**src/rtl/float_accum_seq_if.sv**
```systemverilog
// Handshake bundle between the float accumulator, its producer, one FloatAdder and the sum consumer.
// The master modport is the accumulator's view; slave is the environment's view.
interface float_accum_seq_if #(
  parameter int CNT_W = 16
);
  logic             in_valid;
  logic             in_ready;
  logic [31:0]      in_data;
  logic             in_last;
  logic [31:0]      add_op1;
  logic [31:0]      add_op2;
  logic             add_in_valid;
  logic [31:0]      add_result;
  logic             add_result_valid;
  logic             sum_valid;
  logic             sum_ready;
  logic [31:0]      sum_data;
  logic [CNT_W-1:0] sum_count;
  logic             error;

  modport master (
    input  in_valid, in_data, in_last, add_result, add_result_valid, sum_ready,
    output in_ready, add_op1, add_op2, add_in_valid, sum_valid, sum_data, sum_count, error
  );

  modport slave (
    output in_valid, in_data, in_last, add_result, add_result_valid, sum_ready,
    input  in_ready, add_op1, add_op2, add_in_valid, sum_valid, sum_data, sum_count, error
  );
endinterface

```
**src/rtl/float_accum_seq.sv**
```systemverilog
// Sequencer folding a stream of floats into a running sum through an external adder.
// One add in flight at a time; the adder is trusted for arithmetic, results pass through unmodified.
module float_accum_seq #(
  parameter int TIMEOUT = 64,
  parameter int CNT_W   = 16
) (
  input  logic clk,
  input  logic rst_n,
  float_accum_seq_if.master bus
);
  localparam int TW = $clog2(TIMEOUT) + 1;

  typedef enum logic [2:0] {S_IDLE, S_ACCUM, S_WAIT, S_DONE, S_ERR} state_e;

  state_e           state_q;
  logic [31:0]      sum_q;
  logic [CNT_W-1:0] cnt_q;
  logic [TW-1:0]    timer_q;
  logic             last_q;
  logic             rv_q;
  logic [31:0]      op1_q, op2_q;
  logic             iv_q;
  logic             in_ready_q;
  logic             sum_valid_q;
  logic             err_q;

  logic in_xfer, res_edge;

  assign in_xfer  = bus.in_valid & in_ready_q;
  // Only a fresh rising edge counts: a level left high from a previous add must not be reused.
  assign res_edge = bus.add_result_valid & ~rv_q;

  always_ff @(posedge clk or negedge rst_n) begin
    if (!rst_n) begin
      state_q     <= S_IDLE;
      sum_q       <= '0;
      cnt_q       <= '0;
      timer_q     <= '0;
      last_q      <= 1'b0;
      rv_q        <= 1'b0;
      op1_q       <= '0;
      op2_q       <= '0;
      iv_q        <= 1'b0;
      in_ready_q  <= 1'b1;
      sum_valid_q <= 1'b0;
      err_q       <= 1'b0;
    end else begin
      rv_q <= bus.add_result_valid;
      iv_q <= 1'b0;
      case (state_q)
        S_IDLE: begin
          if (in_xfer) begin
            sum_q <= bus.in_data;
            cnt_q <= CNT_W'(1);
            if (bus.in_last) begin
              state_q     <= S_DONE;
              in_ready_q  <= 1'b0;
              sum_valid_q <= 1'b1;
            end else begin
              state_q <= S_ACCUM;
            end
          end
        end
        S_ACCUM: begin
          if (in_xfer) begin
            op1_q      <= sum_q;
            op2_q      <= bus.in_data;
            iv_q       <= 1'b1;
            last_q     <= bus.in_last;
            if (cnt_q != '1) cnt_q <= cnt_q + CNT_W'(1);
            timer_q    <= '0;
            in_ready_q <= 1'b0;
            state_q    <= S_WAIT;
          end
        end
        S_WAIT: begin
          timer_q <= timer_q + TW'(1);
          // A result edge in the expiry cycle still wins over the timeout.
          if (res_edge) begin
            sum_q <= bus.add_result;
            if (last_q) begin
              state_q     <= S_DONE;
              sum_valid_q <= 1'b1;
            end else begin
              state_q    <= S_ACCUM;
              in_ready_q <= 1'b1;
            end
          end else if (timer_q == TW'(TIMEOUT - 1)) begin
            state_q <= S_ERR;
            err_q   <= 1'b1;
          end
        end
        S_DONE: begin
          if (bus.sum_ready) begin
            state_q     <= S_IDLE;
            sum_valid_q <= 1'b0;
            in_ready_q  <= 1'b1;
          end
        end
        S_ERR: begin
          state_q <= S_ERR;
        end
        default: begin
          state_q <= S_IDLE;
        end
      endcase
    end
  end

  assign bus.in_ready     = in_ready_q;
  assign bus.add_op1      = op1_q;
  assign bus.add_op2      = op2_q;
  assign bus.add_in_valid = iv_q;
  assign bus.sum_valid    = sum_valid_q;
  assign bus.sum_data     = sum_q;
  assign bus.sum_count    = cnt_q;
  assign bus.error        = err_q;
endmodule

```
**src/flat_wrapper.sv**
```systemverilog
// flat-port wrapper written by rule: the top's interface ports become plain ports
module float_accum_seq_flat 
#(
  parameter int TIMEOUT = 64,
  parameter int CNT_W   = 16
)
  (clk, rst_n, bus_in_valid, bus_in_data, bus_in_last, bus_add_result, bus_add_result_valid, bus_sum_ready, bus_in_ready, bus_add_op1, bus_add_op2, bus_add_in_valid, bus_sum_valid, bus_sum_data, bus_sum_count, bus_error);
  float_accum_seq_if #(.CNT_W(CNT_W)) bus_i ();
  input  logic clk;
  input  logic rst_n;
  input wire logic [$bits(bus_i.in_valid)-1:0] bus_in_valid;
  input wire logic [$bits(bus_i.in_data)-1:0] bus_in_data;
  input wire logic [$bits(bus_i.in_last)-1:0] bus_in_last;
  input wire logic [$bits(bus_i.add_result)-1:0] bus_add_result;
  input wire logic [$bits(bus_i.add_result_valid)-1:0] bus_add_result_valid;
  input wire logic [$bits(bus_i.sum_ready)-1:0] bus_sum_ready;
  output wire logic [$bits(bus_i.in_ready)-1:0] bus_in_ready;
  output wire logic [$bits(bus_i.add_op1)-1:0] bus_add_op1;
  output wire logic [$bits(bus_i.add_op2)-1:0] bus_add_op2;
  output wire logic [$bits(bus_i.add_in_valid)-1:0] bus_add_in_valid;
  output wire logic [$bits(bus_i.sum_valid)-1:0] bus_sum_valid;
  output wire logic [$bits(bus_i.sum_data)-1:0] bus_sum_data;
  output wire logic [$bits(bus_i.sum_count)-1:0] bus_sum_count;
  output wire logic [$bits(bus_i.error)-1:0] bus_error;
  assign bus_i.in_valid = bus_in_valid;
  assign bus_i.in_data = bus_in_data;
  assign bus_i.in_last = bus_in_last;
  assign bus_i.add_result = bus_add_result;
  assign bus_i.add_result_valid = bus_add_result_valid;
  assign bus_i.sum_ready = bus_sum_ready;
  assign bus_in_ready = bus_i.in_ready;
  assign bus_add_op1 = bus_i.add_op1;
  assign bus_add_op2 = bus_i.add_op2;
  assign bus_add_in_valid = bus_i.add_in_valid;
  assign bus_sum_valid = bus_i.sum_valid;
  assign bus_sum_data = bus_i.sum_data;
  assign bus_sum_count = bus_i.sum_count;
  assign bus_error = bus_i.error;
  float_accum_seq #(.TIMEOUT(TIMEOUT), .CNT_W(CNT_W)) u_core (.clk(clk), .rst_n(rst_n), .bus(bus_i));
endmodule
```
**config.mk**
```make
export PLATFORM = sky130hd
export DESIGN_NAME = float_accum_seq_flat
export DESIGN_NICKNAME = d
export VERILOG_FILES = /design/src/rtl/float_accum_seq_if.sv /design/src/rtl/float_accum_seq.sv /design/src/flat_wrapper.sv
export SDC_FILE = /design/constraint.sdc
export NUM_CORES = 1
export LEC_CHECK = 0
export BUFFER_PORTS_ARGS = -buffer_cell sky130_fd_sc_hd__buf_2
export CAP_MARGIN = 25
export CORE_UTILIZATION = 50
export DETAILED_ROUTE_END_ITERATION = 16
export HOLD_SLACK_MARGIN = 0.08
export PLACE_DENSITY = 0.77
export SLEW_MARGIN = 0
export SYNTH_ARGS = -nofsm -noshare
export SYNTH_HDL_FRONTEND = slang
export SYNTH_SLANG_ARGS = --single-unit
```
**constraint.sdc**
```tcl
create_clock -name clk -period 1.8 [get_ports clk]
set_input_delay 0.09 -clock clk [delete_from_list [all_inputs] [get_ports clk]]
set_output_delay 0.09 -clock clk [all_outputs]
set_load 0.02 [all_outputs]
```
Yosys cells after proc, flatten, opt, wreduce, memory -nomap -nowiden. Cells that the tools add are included.

$add $sub $neg: 2. Mux-type cells: 32. Equal/unequal tests: 15. Reductions and logical operators: 14. Bitwise operators: 4.

Operators with widths (count): 32-bit two-way mux (2); 32-bit one-hot mux with 2 select lines (1); 16-bit two-way mux (3); 16-bit one-hot mux with 2 select lines (1); 16-bit by 1-bit adder with 16-bit output, second input constant (1); 16-bit inequality test, second input constant (1); 3-bit two-way mux (5); 3-bit one-hot mux with 5 select lines (1); 7-bit one-hot mux with 2 select lines (1); 1-bit two-way mux (13); 2-bit by 1-bit inequality test with 1-bit output, second input constant (5); 4-bit AND reduction (2); 7-bit by 1-bit adder with 7-bit output, second input constant (1); 7-bit by 6-bit == test with 1-bit output, second input constant (1); 7-bit two-way mux (1); 7-bit AND reduction (1); 3-bit by 2-bit == test with 1-bit output, second input constant (2); 2-bit inequality test, second input constant (3); 3-bit AND reduction (2); 6-bit AND reduction (1); 2-bit nonzero test (3); 2-bit two-way mux (2); 1-bit one-hot mux with 4 select lines (1); 2-bit AND reduction (2); 9 further kinds (11).

Output and inout bits: 116. Bits in registers: 128. Input port bits: 70.

Logic depth before layout (Yosys ltp).
Word-level depth: 4. Mapped depth: 7. Mapped depth without buffers: 6.

Worst setup path after synthesis. OpenSTA, ideal clock, no wires.

Kind: reg2reg. From: reg u_core.cnt_q[0] (netlist: u_core.bus.sum_count[0]). To: reg u_core.cnt_q[0] (netlist: u_core.bus.sum_count[0]). Cell stages (with the launch flop): 8. Setup time: 118 ps. Data arrival time: 1681 ps. Required time: 1682 ps. Path slack: 0 ps. Buffers on the path: 1. Clock period less this slack: 1800 ps. Cell sequence: dfrtp_1 ha_1 nand4_1 nor2_1 a31o_2 buf_6 nor2_1 a21o_1.

Longest elaborated chain between the ends: 4.

RTL lines: start: declaration (RTL line float_accum_seq.sv:17) `logic [CNT_W-1:0] cnt_q;`; start signal: assignment (RTL line float_accum_seq.sv:70) `if (cnt_q != '1) cnt_q <= cnt_q + CNT_W'(1);`; 16-bit by 1-bit adder with 16-bit output (RTL line float_accum_seq.sv:70); 16-bit two-way mux (RTL line float_accum_seq.sv:70); 16-bit two-way mux (RTL line float_accum_seq.sv:65) `if (in_xfer) begin`; 16-bit one-hot mux with 2 select lines (RTL line float_accum_seq.sv:50) `case (state_q)`.

Several ways; a longest one is shown, not always the timed one. The select of a mux whose other input is x is not followed. A chain may end at the register's enable or synchronous reset.

Final worst setup path.
From: reg u_core.in_ready_q (netlist: u_core.bus.in_ready). To: reg u_core.sum_q[7] (netlist: u_core.bus.sum_data[7]).

Longest elaborated chain between the ends: 3.

RTL lines: start: declaration (RTL line float_accum_seq.sv:23) `logic in_ready_q;`; start signal: assignment (RTL line float_accum_seq.sv:44) `in_ready_q <= 1'b1;`; start signal: assignment (RTL line float_accum_seq.sv:57) `in_ready_q <= 1'b0;`; start signal: assignment (RTL line float_accum_seq.sv:72) `in_ready_q <= 1'b0;`; 1-bit AND (RTL line float_accum_seq.sv:29) `assign in_xfer = bus.in_valid & in_ready_q;`; 2-bit by 1-bit inequality test with 1-bit output (no source line); 3-bit AND reduction (no source line); end signal: assignment (RTL line float_accum_seq.sv:53) `sum_q <= bus.in_data;`; end signal: assignment (RTL line float_accum_seq.sv:80) `sum_q <= bus.add_result;`; end: declaration (RTL line float_accum_seq.sv:16) `logic [31:0] sum_q;`.

Every way passes these cells.

==> results_dict.tcl <==
set metrics [dict create \
    maxCapViolations 0 \
    cts_tree "done" \
    path_depth 7 \
    synth_ff_type "dfrtp_1" \
    seqPwrFrac_pct 41.7 \
    cts_root_buf "clkbuf_8" \
    synth-warning-count 0 \
    worstPathArrival_ps 2170 \
    drtAntennaViolNets 0 \
    track_usage_pct 30.5 \
    clock_skew_ps 8.39 \
    swShare_pct 20.2 \
    gr-total-overflow 0 \
    total_power_uw 6910 \
    cp_max_fo 30 \
    drc 0 \
    final_area_sq_um 8220 \
    fin_nets 981 \
    initialDrtViolationCount 639 \
    die_h_um 107 \
    path_class "flip-flop to flip-flop" \
    fin_crit_ps 1710 \
    path_clk_slew_ps 60 \
    area_growth_pct 47.9 \
    synth_most_common_cell "nand2_1" \
    core_sq_um 10800 \
    rsz0062_at_grt "false" \
    cts_sinks 128 \
    synth_top_area_cell "dfrtp_1" \
    tns_ps 0 \
    timing.final.ws_setup_ps 86.5 \
    drv_slew 0 \
    powerDensity_nw_per_um2 841 \
    fmax_mhz 584 \
    via_count 5836 \
    combPwrFrac_pct 4.5 \
    ys_top_cells_by_count "275 x nand2_1, 127 x dfrtp_1, 52 x nor2_1, 35 x a31oi_1, 24 x o21ai_0" \
    die-area_sq_um 11500 \
    first_global_vias 5465 \
    cpPeakStageDelay_ps 550 \
    seq_area_frac_synth_pct 57.7 \
    slew_headroom_pct 73.7 \
    syn_inst 637 \
    setup_viol 0 \
    async_flop_share_pct 100 \
    synth_nets 709 \
    critPathTopFamily "flip-flops" \
    ir_drop_v 0.000512 \
    ios 186 \
    cts_made_buffers 17 \
    drive_gt1_share_pct 29.3 \
    synth_edf_count 0 \
    worstPathCellList "and2_2, mux2i_1, nor3_4, buf_12, clkbuf_16, nor2_1, a31oi_1" \
    reg2regPathDepth 7 \
    first_pass_iters 8 \
    worstSetupStartpointType "flip-flop" \
    place_ws_ps 26.1 \
    antenna_found_initial 0 \
    worstMarginPinSlew_ps 390 \
    power.leakage_uw 0.00453 \
    ctsHtreeMaxLevel 4 \
    path_buf_inv 2 \
    wl_um 17800 \
    yosys.cell_types.count 48 \
    placed_cell_area_sq_um 6770 \
    internal-power_uw 5510 \
    critPathCaptureType "flip-flop" \
    hold_class "primary input to async pin" \
    grt_pass1_wl_um 26800 \
    num_rows 38 \
    cp_slowest_cell "dfstp_2" \
    die_w_um 107 \
    ys_seq_elements 128 \
    synth_top_area_share_pct 57.2 \
    place.detailed.hpwl_um 10500 \
    status "finished clean" \
    vias_per_cell 5.50 \
    switchingPower_uw 1400 \
    diodes 0 \
    avgRoutedWirePerCell_um 16.8 \
    grt_max_degree 70 \
    syn_area_sq_um 5550 \
    post-route-period-util_pct 95.2 \
    portBuffers 185 \
    clkLatencyLatePin_ps 530 \
    clock_path_buffers 2 \
    p_clk_share_pct 53.8 \
    hold_viol_final 0 \
    place_congestion 0.925 \
    cp_data_required_time_ps 2250 \
    start_util_pct 51.2 \
    synth_area_leaders "dfrtp_1 57%, nand2_1 19%, a31oi_1 3.9%" \
    worst_hold_slack_ps 144 \
    avgSynthCellArea_sq_um 8.72 \
]
## routing by layer
metal	global-route usage [%]	wire [um]
met2	51.5	8970
met4	14.7	619
met3	7.81	1330
met1	36.3	6910
met5	0	0
## path summary, 6_finish.rpt
path | startpoint | end | slack, ps
max | u_core.bus.in_ready | u_core.bus.sum_data[7] | 90
min | rst_n | u_core.bus.add_op2[28] | 140
max reg2reg | u_core.bus.in_ready | u_core.bus.sum_data[7] | 90
min reg2reg | u_core.bus.add_op1[20] | u_core.bus.add_op1[20] | 470
max in group asynchronous | rst_n | u_core.bus.add_op2[29] | 1220
min in group clk | bus_add_result_valid | u_core.rv_q | 240
## power by group through the flow
| stage | Combinational [uW] | Clock, uW | Sequential (uW) |
|---|---|---|---|
| 4_1_cts | 302 | 3750 | 2880 |
| 6_report | 309 | 3720 | 2880 |
| 3_5_place_dp | 182 | 0 | 2930 |
| 3_3_place_gp | 179 | 0 | 2930 |
| 2_1_floorplan | 19.7 | 0 | 2930 |
| 5_1_grt | 336 | 3910 | 2880 |
## cell type report
type | count | area [sq um]
Clock inverter | 10 | 183
Timing Repair Buffer | 288 | 1980
Multi-Input combinational cell | 471 | 2210
Tap cell | 140 | 175
Sequential cell | 128 | 3200
Fill cell | 712 | 2630
Clock buffer | 22 | 453
Inverter | 3 | 11.3
## worst min-delay path: cells and delay by family
family	cells	cell delay [ps]
buf+inv	3	980
## sequential cells by signal, summed over array words and instances (netlist names)
name,flops
u_core.last_q,1
u_core.bus.sum_data,32
u_core.state_q,3
u_core.bus.add_in_valid,1
u_core.rv_q,1
u_core.timer_q,7
u_core.bus.add_op1,32
u_core.bus.add_op2,32
u_core.bus.error,1
u_core.bus.sum_count,16
u_core.bus.in_ready,1
u_core.bus.sum_valid,1
## cells in the final DEF, fill, tap and decap left out, types with 3 or more instances in the layout
cell / count
buf_4: 26
nand4_1: 6
and3_1: 4
buf_2: 184
dlygate4sd3_1: 70
bufinv_16: 5
nand2_1: 275
nand3_1: 14
clkinv_2: 3
nor2b_1: 3
nor2_1: 50
nor3_2: 3
o31ai_1: 5
clkbuf_8: 3
dfrtp_1: 127
a31oi_1: 35
buf_12: 5
clkbuf_16: 18
a21oi_1: 10
clkbuf_1: 3
and2_1: 3
o21ai_0: 23
## logic make-up after synthesis
kind of cell | Yosys count | synth area share (%)
AOI/OAI and AO/OA | 87 | 9.64
adders and majority gates | 2 | 0.451
buffers and inverters | 38 | 3.20
DFF | 128 | 57.7
muxes | 4 | 0.766
and+or+nand+nor | 378 | 28.2
## repair_timing
action                                  in CTS  in global routing
endpoints found under the hold margin      199                  0
gates resized for setup                      0                  9
setup buffers                                0                  1
endpoints found under the setup margin       0                 54
hold buffers                                70                  0
## through the flow
stage,cells,utilization [%]
2_1_floorplan,637,-
5_1_grt,1062,75.8
3_3_place_gp,957,62.5
6_report,1062,75.8
4_1_cts,1059,74.8
3_5_place_dp,957,62.5
Power figures use the tool's default switching activity.
